$ cat src/rtl/topeira_pkg.sv
// Shared definitions for the mole-game datapath: key FSM states and timing defaults.
package topeira_pkg;

    // Per-key conditioner state; KS_SPARE is never entered on purpose.
    typedef enum logic [1:0] {
        KS_RELEASED  = 2'd0,
        KS_PRESSED   = 2'd1,
        KS_LONG_HELD = 2'd2,
        KS_SPARE     = 2'd3
    } key_state_t;

    // Default timing at 50 MHz.
    localparam int unsigned DEBOUNCE_20MS = 1_000_000;
    localparam int unsigned LONG_1S       = 50_000_000;

    // Game key assignments.
    localparam int unsigned KEY_START = 0;

endpackage

$ cat src/rtl/key_conditioner_if.sv
// Raw key inputs and conditioned key outputs between board pins and game logic.
interface key_conditioner_if #(
    parameter int unsigned N_KEYS = 4
);

    logic [N_KEYS-1:0] KEY;
    logic [N_KEYS-1:0] key_level;
    logic [N_KEYS-1:0] key_press;
    logic [N_KEYS-1:0] key_release;
    logic [N_KEYS-1:0] key_long;

    // Board / stimulus side: drives raw keys, observes conditioned outputs.
    modport master (
        output KEY,
        input  key_level,
        input  key_press,
        input  key_release,
        input  key_long
    );

    // Conditioner side.
    modport slave (
        input  KEY,
        output key_level,
        output key_press,
        output key_release,
        output key_long
    );

endinterface

$ cat src/rtl/key_debounce_1ch.sv
// One key: 2-flop synchronizer, debounce counter, press/release/long-press strobes.
module key_debounce_1ch
    import topeira_pkg::*;
#(
    parameter int unsigned DEBOUNCE_CYCLES = DEBOUNCE_20MS,
    parameter int unsigned LONG_CYCLES     = LONG_1S,
    parameter int unsigned CNT_W           = 26
) (
    input  logic CLOCK_50,
    input  logic reset,
    input  logic key_n,
    output logic key_level,
    output logic key_press,
    output logic key_release,
    output logic key_long
);

    localparam logic [CNT_W-1:0] DB_LAST  = CNT_W'(DEBOUNCE_CYCLES - 1);
    // hold_cnt reaches LONG_CYCLES-1 on the edge it is incremented from this value.
    localparam logic [CNT_W-1:0] HOLD_PRE = CNT_W'(LONG_CYCLES - 2);
    localparam logic [CNT_W-1:0] CNT_ONE  = CNT_W'(1);

    logic             s1;
    logic             s2;
    logic             p;
    logic             rel_hit;
    key_state_t       state;
    logic [CNT_W-1:0] db_cnt;
    logic [CNT_W-1:0] hold_cnt;

    assign p       = ~s2;
    assign rel_hit = ~p && (db_cnt == DB_LAST);

    // Synchronize the asynchronous active-low button; idles released.
    always_ff @(posedge CLOCK_50 or posedge reset) begin
        if (reset) begin
            s1 <= 1'b1;
            s2 <= 1'b1;
        end else begin
            s1 <= key_n;
            s2 <= s1;
        end
    end

    // Debounce FSM with registered one-cycle strobes; release wins over long-press.
    always_ff @(posedge CLOCK_50 or posedge reset) begin
        if (reset) begin
            state       <= KS_RELEASED;
            db_cnt      <= '0;
            hold_cnt    <= '0;
            key_level   <= 1'b0;
            key_press   <= 1'b0;
            key_release <= 1'b0;
            key_long    <= 1'b0;
        end else begin
            key_press   <= 1'b0;
            key_release <= 1'b0;
            key_long    <= 1'b0;
            case (state)
                KS_RELEASED: begin
                    if (p) begin
                        if (db_cnt == DB_LAST) begin
                            state     <= KS_PRESSED;
                            key_level <= 1'b1;
                            key_press <= 1'b1;
                            db_cnt    <= '0;
                            hold_cnt  <= '0;
                        end else begin
                            db_cnt <= db_cnt + CNT_ONE;
                        end
                    end else begin
                        db_cnt <= '0;
                    end
                end
                KS_PRESSED, KS_LONG_HELD: begin
                    if (rel_hit) begin
                        state       <= KS_RELEASED;
                        key_level   <= 1'b0;
                        key_release <= 1'b1;
                        db_cnt      <= '0;
                        hold_cnt    <= '0;
                    end else begin
                        if (!p) begin
                            db_cnt <= db_cnt + CNT_ONE;
                        end else begin
                            db_cnt <= '0;
                        end
                        if (state == KS_PRESSED) begin
                            hold_cnt <= hold_cnt + CNT_ONE;
                            if (hold_cnt == HOLD_PRE) begin
                                state    <= KS_LONG_HELD;
                                key_long <= 1'b1;
                            end
                        end
                    end
                end
                default: begin
                    state     <= KS_RELEASED;
                    key_level <= 1'b0;
                    db_cnt    <= '0;
                    hold_cnt  <= '0;
                end
            endcase
        end
    end

endmodule

$ cat src/rtl/key_conditioner.sv
// Conditions the DE2 push-buttons: one independent debounce channel per key.
module key_conditioner
    import topeira_pkg::*;
#(
    parameter int unsigned N_KEYS          = 4,
    parameter int unsigned DEBOUNCE_CYCLES = DEBOUNCE_20MS,
    parameter int unsigned LONG_CYCLES     = LONG_1S,
    parameter int unsigned CNT_W           = 26
) (
    input  logic              CLOCK_50,
    input  logic              reset,
    key_conditioner_if.slave  kif
);

    // One channel per key; channels share nothing but clock and reset.
    for (genvar i = 0; i < int'(N_KEYS); i++) begin : g_key
        key_debounce_1ch #(
            .DEBOUNCE_CYCLES (DEBOUNCE_CYCLES),
            .LONG_CYCLES     (LONG_CYCLES),
            .CNT_W           (CNT_W)
        ) u_ch (
            .CLOCK_50    (CLOCK_50),
            .reset       (reset),
            .key_n       (kif.KEY[i]),
            .key_level   (kif.key_level[i]),
            .key_press   (kif.key_press[i]),
            .key_release (kif.key_release[i]),
            .key_long    (kif.key_long[i])
        );
    end

endmodule

$ cat src/flat_wrapper.sv
// flat-port wrapper written by rule: the top's interface ports become plain ports
module key_conditioner_flat import topeira_pkg::*;
#(
    parameter int unsigned N_KEYS          = 4,
    parameter int unsigned DEBOUNCE_CYCLES = DEBOUNCE_20MS,
    parameter int unsigned LONG_CYCLES     = LONG_1S,
    parameter int unsigned CNT_W           = 26
)
  (CLOCK_50, reset, kif_KEY, kif_key_level, kif_key_press, kif_key_release, kif_key_long);
  key_conditioner_if #(.N_KEYS(N_KEYS)) kif_i ();
  input  logic CLOCK_50;
  input  logic reset;
  input wire logic [$bits(kif_i.KEY)-1:0] kif_KEY;
  output wire logic [$bits(kif_i.key_level)-1:0] kif_key_level;
  output wire logic [$bits(kif_i.key_press)-1:0] kif_key_press;
  output wire logic [$bits(kif_i.key_release)-1:0] kif_key_release;
  output wire logic [$bits(kif_i.key_long)-1:0] kif_key_long;
  assign kif_i.KEY = kif_KEY;
  assign kif_key_level = kif_i.key_level;
  assign kif_key_press = kif_i.key_press;
  assign kif_key_release = kif_i.key_release;
  assign kif_key_long = kif_i.key_long;
  key_conditioner #(.N_KEYS(N_KEYS), .DEBOUNCE_CYCLES(DEBOUNCE_CYCLES), .LONG_CYCLES(LONG_CYCLES), .CNT_W(CNT_W)) u_core (.CLOCK_50(CLOCK_50), .reset(reset), .kif(kif_i));
endmodule
$ cat config.mk
export PLATFORM = sky130hd
export DESIGN_NAME = key_conditioner_flat
export DESIGN_NICKNAME = d
export VERILOG_FILES = /design/src/rtl/topeira_pkg.sv /design/src/rtl/key_conditioner_if.sv /design/src/rtl/key_debounce_1ch.sv /design/src/rtl/key_conditioner.sv /design/src/flat_wrapper.sv
export SDC_FILE = /design/constraint.sdc
export NUM_CORES = 1
export LEC_CHECK = 0
export ABC_AREA = 1
export BUFFER_PORTS_ARGS = -buffer_cell sky130_fd_sc_hd__clkbuf_2
export CAP_MARGIN = 15
export CORE_MARGIN = 1.5
export CORE_UTILIZATION = 40
export CTS_BUF_LIST = sky130_fd_sc_hd__clkbuf_4
export DETAILED_ROUTE_END_ITERATION = 6
export GPL_ROUTABILITY_DRIVEN = 0
export GPL_TIMING_DRIVEN = 0
export PLACE_DENSITY_LB_ADDON = 0.25
export SYNTH_ARGS = -nofsm -noshare
export SYNTH_HDL_FRONTEND = slang
export SYNTH_SLANG_ARGS = --single-unit
$ cat constraint.sdc
create_clock -name CLOCK_50 -period 19.2 [get_ports CLOCK_50]
set_input_delay 1.92 -clock CLOCK_50 [delete_from_list [all_inputs] [get_ports CLOCK_50]]
set_output_delay 1.92 -clock CLOCK_50 [all_outputs]
set_load 0.1 [all_outputs]
==> results of run 1 <==
## state kept, by name, summed over array words and instances (netlist names)
register,count
u_core.g_key.u_ch.db_cnt,104
u_core.g_key.u_ch.hold_cnt,104
u_core.g_key.u_ch.key_level,4
u_core.g_key.u_ch.key_long,4
u_core.g_key.u_ch.key_press,4
u_core.g_key.u_ch.key_release,4
u_core.g_key.u_ch.s1,4
u_core.g_key.u_ch.s2,4
u_core.g_key.u_ch.state,8
## per-layer routing
layer  track usage  vias to the layer above
met3       0.03979                       62
li1              -                     7656
met4       0.06984                        0
met1        0.2567                     6735
met5             0                        -
met2        0.3095                      300
## power by group through the flow
stage | clock network [mW] | logic, mW | registers (mW)
2_1_floorplan | 0 | 0.0140 | 0.520
3_3_place_gp | 0 | 0.0197 | 0.521
3_5_place_dp | 0 | 0.0211 | 0.521
4_1_cts | 0.514 | 0.0212 | 0.511
5_1_grt | 0.539 | 0.0238 | 0.511
6_report | 0.487 | 0.0197 | 0.512
## cell usage after synthesis, drive strengths merged
cell type,number
a21oi,8
xnor2,17
nand4,60
clkinv,3
dfrtp,232
clkbuf,12
inv,265
o21bai,18
buf,50
a31oi,3
nand3b,2
ha,24
nor4,1
nand3,242
xor2,74
nor3b,7
o21ai,20
nor2,498
and3,3
nand2,758
or2,2
nor3,70
dfstp,8
## final cells by class
type	count	area, um2
clock inverters	22	108.9
flip-flops and latches	240	6016
clock buffers	103	773.2
diodes	4	10.01
multi-input cells	1807	8581
well taps	525	656.9
plain buffers	62	447.9
repair buffers	22	132.6
inverters	268	1013
fillers	4178	21900
## cell families (layout without fill, tap and decap cells)
kind of cell	after synthesis	count (layout)
compound gates	49	49
fa+ha+maj	24	24
other cells	0	4
xor+xnor	91	91
simple gates	1643	1643
buf+inv	330	477
flops	240	240
## metrics by stage
step / power [mW] / utilization / hold slack (ns)
2_1_floorplan: 0.5344 / - / 0.3452
3_3_place_gp: 0.5406 / 0.4241 / 0.3466
3_5_place_dp: 0.5418 / 0.4250 / 0.3468
4_1_cts: 1.046 / 0.4473 / 0.3412
5_1_grt: 1.074 / 0.4475 / 0.3482
6_report: 1.018 / 0.4475 / 0.3455
## worst max path at each step
stage / to / slack, ns / depth (start not counted)
3_5_place_dp: u_core.g_key[1].u_ch.hold_cnt[19]$_DFFE_PP0P_ / 15.90 / 3
4_1_cts: kif_key_level[3] / 15.55 / 2
5_1_grt: kif_key_level[3] / 15.50 / 2
6_report: kif_key_level[2] / 15.65 / 2
3_3_place_gp: u_core.g_key[1].u_ch.hold_cnt[19]$_DFFE_PP0P_ / 7.77 / 2
2_1_floorplan: u_core.g_key[0].u_ch.db_cnt[0]$_DFF_PP0_ / 10.71 / 1
## layout by cell type, fill, tap and decap left out, drive strengths merged
cell type	instances
nor3	70
clkinv	21
xnor2	17
bufinv	1
nor2	498
dfrtp	232
nand3b	2
o21bai	18
or2	2
a31oi	3
and3	3
nand3	242
nor4	1
nand4	60
diode	4
nand2	758
o21ai	20
ha	24
dfstp	8
clkbuf	136
nor3b	7
inv	268
a21oi	8
buf	51
xor2	74
==> run_results.csv, run 1 <==
group,metric,value,unit
logic_synthesis,synth.area.top_cells,"dfrtp_1 (36%), nand2_1 (17%), nor2_1 (11%), inv_1 (6.1%), nand3_1 (5.8%)",
logic_synthesis,netlist_area,16050,um2
place,portBuffers,21,
power_and_ir_drop,power_frac_comb,0.019,
sta,period_share,0.1851,
clocking,htree_levels,3,
clocking,cts_tree,"yes",
clocking,clk_latency,0.76,ns
power_and_ir_drop,clockPowerShare,0.478,
sta,hold_viol_final,0,
power_and_ir_drop,power.share.switching,0.2418,
clocking,cts.sink_count,240,
sta,max-slew-margin-rel,0.4365,
outcome,status,"complete, no violations",
hold_path,whs_path_depth,0,
place,dpl.cell_count,2924,
place,place_worst_setup_slack,15.90,ns
sta,setup_viol,0,
setup_path,slowest_stage,"clkbuf_2",
logic_synthesis,synth-warning-count,0,
sta,setup_slack,15.65,ns
routing,vias_per_cell,4.832,
setup_path,max_stage_delay,0.44,ns
power_and_ir_drop,p_int,0.7716,mW
floorplanning,dieArea,41340,um2
floorplanning,rows,73,
power_and_ir_drop,seq_power_share,0.503,
hold_path,hp-class,"reg2reg",
place,placed_area,16850,um2
setup_path,timing.rr.start,"u_core.g_key[0].u_ch.db_cnt[0]$_DFF_PP0_",
sta,layout_min_cycle_time,3.554,ns
power_and_ir_drop,peakVddDrop,0.00004951,V
routing,top_layer,"met4",
logic_synthesis,synth_cell_types,31,
setup_path,crit_type,"reg2out",
logic_synthesis,synthAdderAreaFrac,0.01871,
hold_path,hold_start,"u_core.g_key[2].u_ch.s1$_DFF_PP1_",
logic_synthesis,synth_seq_cells,240,
routing,ant_nets,0,
global_route,grt_pass1_wl,66.63,mm
logic_synthesis,synthMuxAreaShare,0,
setup_path,cp_max_fo,2,
power_and_ir_drop,power_density,57.38,nW/um2
logic_synthesis,synth_compound_area_frac,0.01832,
global_route,grt_start_max_net_pins,128,
job,max-cap-violations,0,
sta,slew_violations,0,
clocking,cts_hold_buf,0,
logic_synthesis,synth_xor_area_frac,0.04966,
floorplanning,initial_utilization,0.4049,
layout,final_layout_size_suffix_gt1_frac,0.1133,
global_route,first_global_vias,14240,
layout,fin_cells,3053,
setup_path,critPathBufInv,2,
routing,routed-wl-met2,17.31,mm
routing,wl_met1,18.23,mm
logic_synthesis,syn_area_per_cell,6.752,um2
routing,drc_errors,0,
floorplanning,fp.dieH,203.3,um
logic_synthesis,synth_fp_nets,2407,
layout,final_area,17740,um2
setup_path,critPathArrivalTime,1.63,ns
logic_synthesis,ys_seq_area_frac,0.3748,
logic_synthesis,yosys.area.top_type_share,0.3617,
logic_synthesis,synth_top_family_by_area,"simple AND/OR/NAND/NOR gates",
routing,drt_iter0_drc,1042,
layout,finalNetCount,2502,
power_and_ir_drop,switching_power,0.2461,mW
logic_synthesis,synth-simple-area-share,0.4479,
setup_path,rr_endpoint,"u_core.g_key[0].u_ch.db_cnt[21]$_DFF_PP0_",
setup_path,crit_family,"buffers and inverters",
floorplanning,core-area,39640,um2
power_and_ir_drop,leakagePower,8.260,nW
setup_path,cp-start-kind,"register",
setup_path,crit_path_end_kind,"output pin",
hold_path,min_to,"u_core.g_key[2].u_ch.s2$_DFF_PP1_",
setup_path,path_cells,"buf_4 > clkbuf_2",
setup_path,r2r_slack,17.03,ns
clocking,cts_buffers,71,
routing,wl_met3,1.873,mm
clocking,max-clock-path-buffers,3,
routing,num_vias,14750,
global_route,track_usage,0.1928,
routing,drt_first_pass_iters,7,
logic_synthesis,synth_largest_area_cell,"dfrtp_1",
place,place_hpwl,27.78,mm
clocking,clockRootBuffer,"clkbuf_4",
setup_path,worstPathRequired,17.28,ns
global_route,gr-total-overflow,0,
setup_path,ff2ff_path_depth,8,
layout,syn2layout_area_growth,10.52,%
floorplanning,die_w,203.3,um
clocking,postCtsSetupRepairBufs,0,
sta,rsz0062_at_grt,"false",
setup_path,crit_start,"u_core.g_key[2].u_ch.key_level$_DFFE_PP0P_",
clocking,path_clk_slew,0.06,ns
sta,setup_tns,0,ns
logic_synthesis,synth_cells,2377,
routing,wl_per_cell,12.54,um
sta,fmax,281.4,MHz
routing,routed_wl,38.28,mm
sta,fin_worst_skew,0.04385,ns
sta,worstMarginPinSlew,0.8452,ns
global_route,antenna_found_initial,2,
clocking,post_cts_resized,0,
floorplanning,pin_count,22,
(Power assumes the default switching activity.)
==> run 2, diff against run 1 <==
ABC_AREA = 0   (was 1)
clock period = 2.9 ns   (was 19.2 ns; I/O delays follow)
==> run_results.csv, run 2 <==
group,metric,value,unit
outcome,status,"complete, no violations",
logic_synthesis,synth-warning-count,0,
logic_synthesis,yosysMostFrequentCell,"dfrtp_1",
floorplanning,fp.dieH,188.8,um
logic_synthesis,synthFlopType,"dfrtp_1",
layout,reg.largest.list,"u_core.g_key.u_ch.db_cnt (104), u_core.g_key.u_ch.hold_cnt (104), u_core.g_key.u_ch.state (8)",
sta,worstMarginPinSlew,0.9237,ns
sta,setup_tns,0,ns
layout,syn2layout_area_growth,13.21,%
floorplanning,dieArea,35630,um2
clocking,max-clock-path-buffers,3,
sta,max-slew-margin-rel,0.3813,
clocking,cts_buffers,69,
logic_synthesis,synth-simple-area-share,0.2745,
clocking,path_clk_slew,0.07,ns
floorplanning,initial_utilization,0.4086,
global_route,gr-total-overflow,0,
layout,finalNetCount,1682,
layout,final_common_cell,"dfrtp_1",
global_route,antenna_found_initial,1,
layout,final_cell_mix,"dfrtp_1 (232), nor2_1 (159), nand2_1 (113)",
setup_path,slowest_stage,"o21ai_0",
logic_synthesis,netlist_area,13800,um2
sta,layout_min_cycle_time,2.879,ns
logic_synthesis,synthArstFlopShare,1.000,
logic_synthesis,synth_cell_types,72,
clocking,cts_tree,"yes",
floorplanning,rows,67,
logic_synthesis,synthMuxAreaShare,0.004351,
logic_synthesis,ys_seq_area_frac,0.4358,
place,place_hpwl,23.55,mm
place,portBuffers,21,
routing,wl_per_cell,16.06,um
sta,hold_viol_final,0,
routing,vias_per_cell,5.764,
clocking,clockRootBuffer,"clkbuf_4",
logic_synthesis,ys_top_cells_by_count,"dfrtp_1 (232), nor2_1 (159), nand2_1 (113), nand4_1 (90), inv_1 (85)",
logic_synthesis,synth_seq_cells,240,
power_and_ir_drop,power_density,432.8,nW/um2
hold_path,hp-class,"in2async",
logic_synthesis,yosys.area.top_type_share,0.4206,
sta,fmax,347.3,MHz
logic_synthesis,synth_compound_area_frac,0.1453,
sta,slew_violations,0,
floorplanning,core-area,33780,um2
logic_synthesis,synthAdderAreaFrac,0.02175,
setup_path,crit_path_end_kind,"register",
layout,fin_cells,2153,
global_route,first_global_vias,11980,
clocking,clk_latency,0.71,ns
logic_synthesis,synth_edf_count,0,
clocking,htree_levels,3,
logic_synthesis,syn_area_per_cell,8.917,um2
logic_synthesis,synth_largest_area_cell,"dfrtp_1",
sta,rsz0062_at_grt,"true",
sta,fin_worst_skew,0.04781,ns
global_route,grt_pass1_wl,59.53,mm
setup_path,crit_type,"reg2reg",
floorplanning,die_w,188.8,um
sta,period_share,0.9928,
power_and_ir_drop,leakagePower,6.166,nW
setup_path,critPathBufInv,1,
place,dpl.cell_count,2024,
power_and_ir_drop,peakVddDrop,0.0002376,V
routing,drc_errors,0,
routing,drt_first_pass_iters,5,
logic_synthesis,synth_fp_nets,1578,
routing,drt_iter0_drc,882,
setup_path,max_stage_delay,0.63,ns
sta,setup_viol,0,
setup_path,cp_max_fo,7,
global_route,grt_start_max_net_pins,42,
logic_synthesis,synth_xor_area_frac,0.06218,
setup_path,r2r_slack,0.02,ns
logic_synthesis,synth_cells,1548,
routing,routed_wl,34.59,mm
logic_synthesis,synth_top_family_by_area,"simple AND/OR/NAND/NOR gates",
setup_path,cp-start-kind,"register",
setup_path,worstPathRequired,3.44,ns
layout,final_area,15630,um2
logic_synthesis,synth.area.top_cells,"dfrtp_1 (42%), xnor2_1 (4.4%), nor2_1 (4.3%), nand4_1 (4.1%), nand2_1 (3.1%)",
clocking,postCtsSetupRepairBufs,0,
setup_path,path_cells,"or4_1 > or4_1 > buf_6 > o21a_4 > o21ai_0 > o211ai_1",
setup_path,crit_top_cell,"or4_1",
routing,ant_nets,0,
place,placed_area,14620,um2
routing,num_vias,12410,
setup_path,crit_family,"simple AND/OR/NAND/NOR gates",
layout,fillCellCount,3294,
layout,utilization,0.4625,
global_route,track_usage,0.1988,
clocking,cts.sink_count,240,
floorplanning,pin_count,22,
setup_path,critPathArrivalTime,3.42,ns
job,max-cap-violations,0,
layout,final_layout_size_suffix_gt1_frac,0.1197,
[run 2: cell types whose count changed after synthesis, moves of 55 or more]
| cell | change |
|---|---|
| inv_1 | -174 |
| nand2_1 | -624 |
| nand3_2 | -55 |
| clkbuf_1 | +64 |
| nand3_1 | -107 |
| nor2_1 | -325 |
[run 2: routing by layer]
metal | vias to the layer above | global-route usage | part of all wire
li1 | 5985 | - | -
met5 | - | 0 | 0
met1 | 6050 | 0.2844 | 0.49
met4 | 0 | 0.07173 | 0.020
met2 | 316 | 0.2957 | 0.44
met3 | 59 | 0.04153 | 0.051
[run 2: area by class of cell]
class,instances,area (um2),share of cell area
multi-input cells,1123,7066,0.4522
flip-flops and latches,240,6016,0.3850
clock buffers,104,780.7,0.04996
well taps,448,560.5,0.03587
plain buffers,100,470.5,0.03011
inverters,85,322.8,0.02066
repair buffers,33,302.8,0.01938
clock inverters,19,105.1,0.006726
diodes,1,2.502,0.0001601
[run 2: where the power goes]
group / switching [mW] / internal [mW] / leakage (nW)
Sequential: 0.0227 / 3.37 / 3.32
Combinational: 0.112 / 0.0476 / 2.32
Clock: 1.48 / 1.73 / 0.529
[run 2: cell families (layout without fill, tap and decap cells)]
family          after synthesis  count (layout)
compound gates              286             286
xor+xnor                     98              98
fa+ha+maj                    24              24
buf+inv                     185             341
flops                       240             240
mux                           6               6
other cells                   0               1
simple gates                709             709
[run 2: tightest hold or removal path, delay by kind of cell]
kind | cells | cell delay [ns]
buf+inv | 3 | 1.04
[run 2: final timing paths]
kind / start / end / cells past startpoint
min in group CLOCK_50: kif_KEY[0] / u_core.g_key[0].u_ch.s1$_DFF_PP1_ / 2
max in group asynchronous: reset / u_core.g_key[3].u_ch.key_long$_DFF_PP0_ / 6
setup / recovery: u_core.g_key[2].u_ch.db_cnt[20]$_DFF_PP0_ / u_core.g_key[2].u_ch.hold_cnt[10]$_DFFE_PP0P_ / 6
hold reg to reg: u_core.g_key[1].u_ch.s1$_DFF_PP1_ / u_core.g_key[1].u_ch.s2$_DFF_PP1_ / 0
setup reg to reg: u_core.g_key[2].u_ch.db_cnt[20]$_DFF_PP0_ / u_core.g_key[2].u_ch.hold_cnt[10]$_DFFE_PP0P_ / 6
hold / removal: reset / u_core.g_key[0].u_ch.hold_cnt[8]$_DFFE_PP0P_ / 3
[run 2: what timing repair did]
item,CTS,global route
hold endpoints to repair,55,0
gates resized for setup,5,22
hold buffers,5,0
pin swaps,0,1
setup endpoints to repair,39,71
[run 2: stage by stage]
step,worst slack [ns],power (mW),hold WS (ns)
2_1_floorplan,-0.5313,3.546,0.2945
3_3_place_gp,-2.185,3.593,0.3485
3_5_place_dp,-0.2334,3.617,0.3473
4_1_cts,0.03268,6.899,0.1309
5_1_grt,-0.06119,7.101,0.1563
6_report,0.02098,6.764,0.1883
